### src/rtl/fifo_word_serializer.sv
// fifo_word_serializer
//   Read-side drain stage for a word FIFO. Pops one WORD_W word at a time
//   (RD/EMPTY/data_out handshake) and emits it as LANES = WORD_W/OUT_W beats
//   on a valid/ready stream. Only one FIFO read is ever outstanding, and the
//   next word is requested only after the current word has fully drained.
//
// Ports
//   clk         rising-edge clock, shared with the FIFO
//   reset       synchronous active-low reset
//   en          permits starting new FIFO reads (a word in flight always completes)
//   fifo_empty  FIFO EMPTY flag
//   fifo_rd     FIFO RD strobe, one cycle per word
//   fifo_data   FIFO data_out, valid the cycle after fifo_rd
//   out_data    current beat
//   out_valid   beat valid
//   out_ready   sink accepts beat
//   out_last    final beat of the word
//   busy        FSM not idle
//   word_count  fully transmitted words, wraps modulo 2^CNT_W
module fifo_word_serializer #(
  parameter int WORD_W    = 32,
  parameter int OUT_W     = 8,
  parameter bit MSB_FIRST = 1'b1,
  parameter int CNT_W     = 16
) (
  input  logic              clk,
  input  logic              reset,
  input  logic              en,
  input  logic              fifo_empty,
  output logic              fifo_rd,
  input  logic [WORD_W-1:0] fifo_data,
  output logic [OUT_W-1:0]  out_data,
  output logic              out_valid,
  input  logic              out_ready,
  output logic              out_last,
  output logic              busy,
  output logic [CNT_W-1:0]  word_count
);

  localparam int LANES = WORD_W / OUT_W;
  localparam int IDX_W = (LANES > 1) ? $clog2(LANES) : 1;
  localparam logic [IDX_W-1:0] LAST_IDX = IDX_W'(LANES - 1);

  typedef enum logic [1:0] {
    ST_IDLE,
    ST_REQ,
    ST_WAIT,
    ST_SEND
  } state_t;

  state_t            state_q;
  logic [IDX_W-1:0]  idx_q;
  logic [WORD_W-1:0] shift_q;
  logic [CNT_W-1:0]  count_q;

  logic last_lane;
  assign last_lane = (idx_q == LAST_IDX);

  // The word is shifted toward the output lane after each accepted beat, so
  // the beat is always taken from a fixed slice instead of a lane mux.
  always_ff @(posedge clk) begin
    if (!reset) begin
      state_q <= ST_IDLE;
      idx_q   <= '0;
      shift_q <= '0;
      count_q <= '0;
    end else begin
      case (state_q)
        ST_IDLE: begin
          if (en && !fifo_empty) state_q <= ST_REQ;
        end
        ST_REQ: begin
          state_q <= ST_WAIT;
        end
        ST_WAIT: begin
          shift_q <= fifo_data;
          idx_q   <= '0;
          state_q <= ST_SEND;
        end
        ST_SEND: begin
          if (out_ready) begin
            if (last_lane) begin
              count_q <= count_q + 1'b1;
              state_q <= (en && !fifo_empty) ? ST_REQ : ST_IDLE;
            end else begin
              idx_q   <= idx_q + 1'b1;
              shift_q <= MSB_FIRST ? (shift_q << OUT_W) : (shift_q >> OUT_W);
            end
          end
        end
        default: state_q <= ST_IDLE;
      endcase
    end
  end

  assign fifo_rd    = (state_q == ST_REQ);
  assign out_valid  = (state_q == ST_SEND);
  assign out_last   = (state_q == ST_SEND) && last_lane;
  assign busy       = (state_q != ST_IDLE);
  assign word_count = count_q;
  assign out_data   = MSB_FIRST ? shift_q[WORD_W-1 -: OUT_W] : shift_q[OUT_W-1:0];

endmodule

### config.mk
export PLATFORM = sky130hd
export DESIGN_NAME = fifo_word_serializer
export DESIGN_NICKNAME = d
export VERILOG_FILES = /design/src/rtl/fifo_word_serializer.sv
export SDC_FILE = /design/constraint.sdc
export NUM_CORES = 1
export LEC_CHECK = 0
export CAP_MARGIN = 0
export CORE_UTILIZATION = 55
export CTS_CLUSTER_DIAMETER = 80
export CTS_CLUSTER_SIZE = 30
export DETAILED_ROUTE_END_ITERATION = 10
export DONT_BUFFER_PORTS = 1
export PLACE_DENSITY = 0.68
export SYNTH_ARGS = -nofsm -noshare
export SYNTH_HDL_FRONTEND = slang
export SYNTH_SLANG_ARGS = --single-unit
### constraint.sdc
create_clock -name clk -period 1.9 [get_ports clk]
set_clock_uncertainty 0.1 [all_clocks]
set_input_delay 0.285 -clock clk [delete_from_list [all_inputs] [get_ports clk]]
set_output_delay 0.285 -clock clk [all_outputs]
set_load 0.02 [all_outputs]
==> flow_metrics.py <==
metrics = {
    "die": {
        "io_pins": 65,
        "core.rowCount": 24,
        "chipWidth_um": 69.03,
        "dieHeight_um": 69.03,
        "core_um2": 4324,
        "initial_utilization_pct": 57.15,
        "die-area_um2": 4765,
    },
    "yosys": {
        "syn_area_per_cell_um2": 8.986,
        "syn_inst": 275,
        "yosysSeqAreaShare_pct": 42.13,
        "ys_seq_elements": 52,
        "synth_ff_type": "dfxtp_1",
        "synth.distinct_cells": 37,
        "yosysWarnings": 0,
        "async_flop_share_pct": 0,
        "synth_edf_count": 0,
        "netlist_area_um2": 2471,
        "syn-num-nets": 320,
    },
    "sta": {
        "fmax_ghz": 0.5574,
        "timing.final.crit_share_pct": 94.42,
        "slew_violations": 0,
        "rsz0062_at_grt": "true",
        "setup_viol": 0,
        "worst_pin_slew_ns": 0.5313,
        "finalHoldViolations": 0,
        "fin_tns_setup_ns": 0,
        "slew_headroom_pct": 64.58,
        "min_period_ns": 1.794,
        "hold_slack_ns": 0.03197,
    },
    "setup_path": {
        "endpoint_kind": "flop",
        "crit_arrival_ns": 1.92,
        "critPathKind": "reg2reg",
        "crit_required_ns": 2.03,
        "worst_setup_path_start_kind": "flop",
        "cp_max_fo": 6,
    },
    "placement": {
        "placement.io_buffers": 0,
        "routabilityCongestion": 0.7484,
        "placed_cells": 318,
        "dpl.hpwl_mm": 3.245,
    },
    "power_and_ir_drop": {
        "finalPower_mw": 3.262,
        "comb_power_share_pct": 30.3,
        "power_frac_seq_pct": 47.3,
        "p_sw_share_pct": 33.02,
        "leakagePower_nw": 0.9140,
        "p_per_area_nw_per_um2": 1203,
        "p_sw_mw": 1.077,
        "vdd.ir_drop.worst_uv": 595.5,
        "p_int_mw": 2.185,
        "clkPwrFrac_pct": 22.5,
    },
    "drt": {
        "viasPerCell": 5.512,
        "first_pass_iters": 4,
        "post_drt_wl_per_cell_um": 14.01,
        "vias": 1808,
        "drt_iter0_drc": 78,
        "postRouteAntennaNets": 0,
        "drc": 0,
        "drt_wl_total_mm": 4.595,
    },
    "global_routing": {
        "grt_usage_pct": 19.35,
        "grt_pass1_wl_mm": 7.431,
        "first_global_vias": 1604,
        "antenna_found_initial": 0,
        "grt_overflow_total": 0,
        "grt_start_max_net_pins": 51,
    },
    "layout": {
        "fillers": 389,
        "diodes": 0,
        "drive_gt1_share_pct": 11.96,
        "num-nets-final": 320,
        "syn_to_final_growth_pct": 9.772,
        "fin_cells": 328,
        "final_core_util_pct": 62.73,
    },
    "clock_network": {
        "tritoncts": "done",
        "holdBufCountCts": 0,
        "cts_buffers": 5,
        "clock_latency_ns": 0.29,
        "cts.path.max_buffers": 2,
        "cts_sinks": 52,
        "clk_pin_slew_worst_paths_ns": 0.09,
        "cts-root-buf": "clkbuf_8",
        "htreeDepth": 2,
    },
    "flow_run": {
        "max_cap_viol_count": 0,
    },
    "hold_path": {
        "hold_path_class": "in2reg",
    },
    "outcome": {
        "status": "completed",
    },
}
-- final timing paths --
check | from | end | slack [ns] | depth (start not counted)
worst max-delay path | state_q[1] | word_count[9] | 0.11 | 5
worst min-delay path | reset | word_count[15] | 0.03 | 2
worst max register to register | state_q[1] | word_count[9] | 0.11 | 5
worst min register to register | shift_q[5] | shift_q[5] | 0.35 | 2
-- stage by stage --
step / area [µm²] / worst slack [ns]
after CTS: 2683 / 0.04342
after global routing: 2713 / 0.005775
final: 2713 / 0.1060
after global placement: 2575 / 0.1344
after detailed placement: 2575 / 0.06797
after floorplan: 2471 / 0.06482
-- cell usage after synthesis, types with 2 or more instances --
library cell / n / area share, %
a211oi_1: 24 / 7.3
nand3_1: 6 / 1.2
nand2b_1: 3 / 0.76
nor3_1: 3 / 0.61
dfxtp_1: 52 / 42
mux2i_1: 27 / 11
buf_4: 8 / 2.4
nand3_2: 2 / 0.81
and3_1: 3 / 0.76
nand3b_1: 10 / 3.0
buf_2: 7 / 1.4
o21ai_0: 4 / 0.81
nand2_1: 17 / 2.6
and2_1: 2 / 0.51
or3_1: 3 / 0.76
ha_1: 8 / 4.1
inv_1: 8 / 1.2
a21oi_1: 16 / 3.2
xor2_1: 3 / 1.1
clkbuf_1: 10 / 1.5
nand4_1: 4 / 1.0
nor2_1: 35 / 5.3
xnor2_1: 6 / 2.1
-- critical path: stages, from the launching register on --
cell and delay (ns):
dfxtp_1 0.42, ha_2 0.29, nand3_2 0.09, or2_4 0.28, or4_1 0.40, a21oi_1 0.15
-- repair_timing --
item / 4_1_cts / 5_1_grt
resized for setup: 0 / 1
setup buffers: 0 / 2
endpoints found under the setup margin: 0 / 27
-- sequential cells by signal, summed over array words and instances, names as in the netlist --
| name | flops |
|---|---|
| shift_q | 32 |
| idx_q | 2 |
| state_q | 2 |
| word_count | 16 |
-- routing by layer --
layer / vias to the layer above / routed length [µm] / track usage, %
li1: 960 / - / -
met1: 794 / 2264 / 25.51
met2: 52 / 2010 / 28.48
met3: 2 / 277 / 7.018
met4: 0 / 44 / 8.163
met5: - / 0 / 0
-- power groups by stage --
stage / sequential [mW] / clock, mW / combinational, mW
after floorplan: 1.45 / 0 / 0.902
after global placement: 1.56 / 0 / 0.924
after detailed placement: 1.57 / 0 / 0.937
after CTS: 1.55 / 0.759 / 0.940
after global routing: 1.57 / 0.805 / 1.12
final: 1.54 / 0.733 / 0.987
-- cells in the final DEF (no fill, tap or decap), types with 2 or more instances in the layout --
| cell type | n |
|---|---|
| nand4_1 | 4 |
| or3_1 | 3 |
| clkbuf_8 | 5 |
| dfxtp_1 | 52 |
| nand3_2 | 2 |
| ha_1 | 6 |
| mux2i_1 | 27 |
| xor2_1 | 3 |
| ha_2 | 2 |
| nand2_1 | 17 |
| nor2_1 | 35 |
| inv_1 | 8 |
| nand3b_1 | 10 |
| nand3_1 | 6 |
| and2_1 | 2 |
| a211oi_1 | 24 |
| nand2b_1 | 3 |
| buf_12 | 4 |
| a21oi_1 | 16 |
| o21ai_0 | 4 |
| buf_4 | 14 |
| nor3_1 | 3 |
| and3_1 | 3 |
| xnor2_1 | 6 |
-- kinds of logic (layout without fill, tap and decap cells) --
kind of cell    count (synthesis)  count (layout)  synth area share, %
fa+ha+maj                       8               8                4.051
mux                            27              27                10.94
flops                          52              52                42.13
buf+inv                        33              34                6.582
xor+xnor                        9               9                3.190
simple gates                   95              95                19.60
compound gates                 51              51                13.52
-- cell type report --
| cell class | count | area [µm²] | share of cell area [%] |
|---|---|---|---|
| Clock buffer | 6 | 72.57 | 2.675 |
| Timing Repair Buffer | 18 | 185.2 | 6.827 |
| Clock inverter | 2 | 35.03 | 1.292 |
| Multi-Input combinational cell | 190 | 1284 | 47.32 |
| Sequential cell | 52 | 1041 | 38.38 |
| Inverter | 8 | 30.03 | 1.107 |
| Tap cell | 52 | 65.06 | 2.399 |
(Power assumes the default switching activity.)
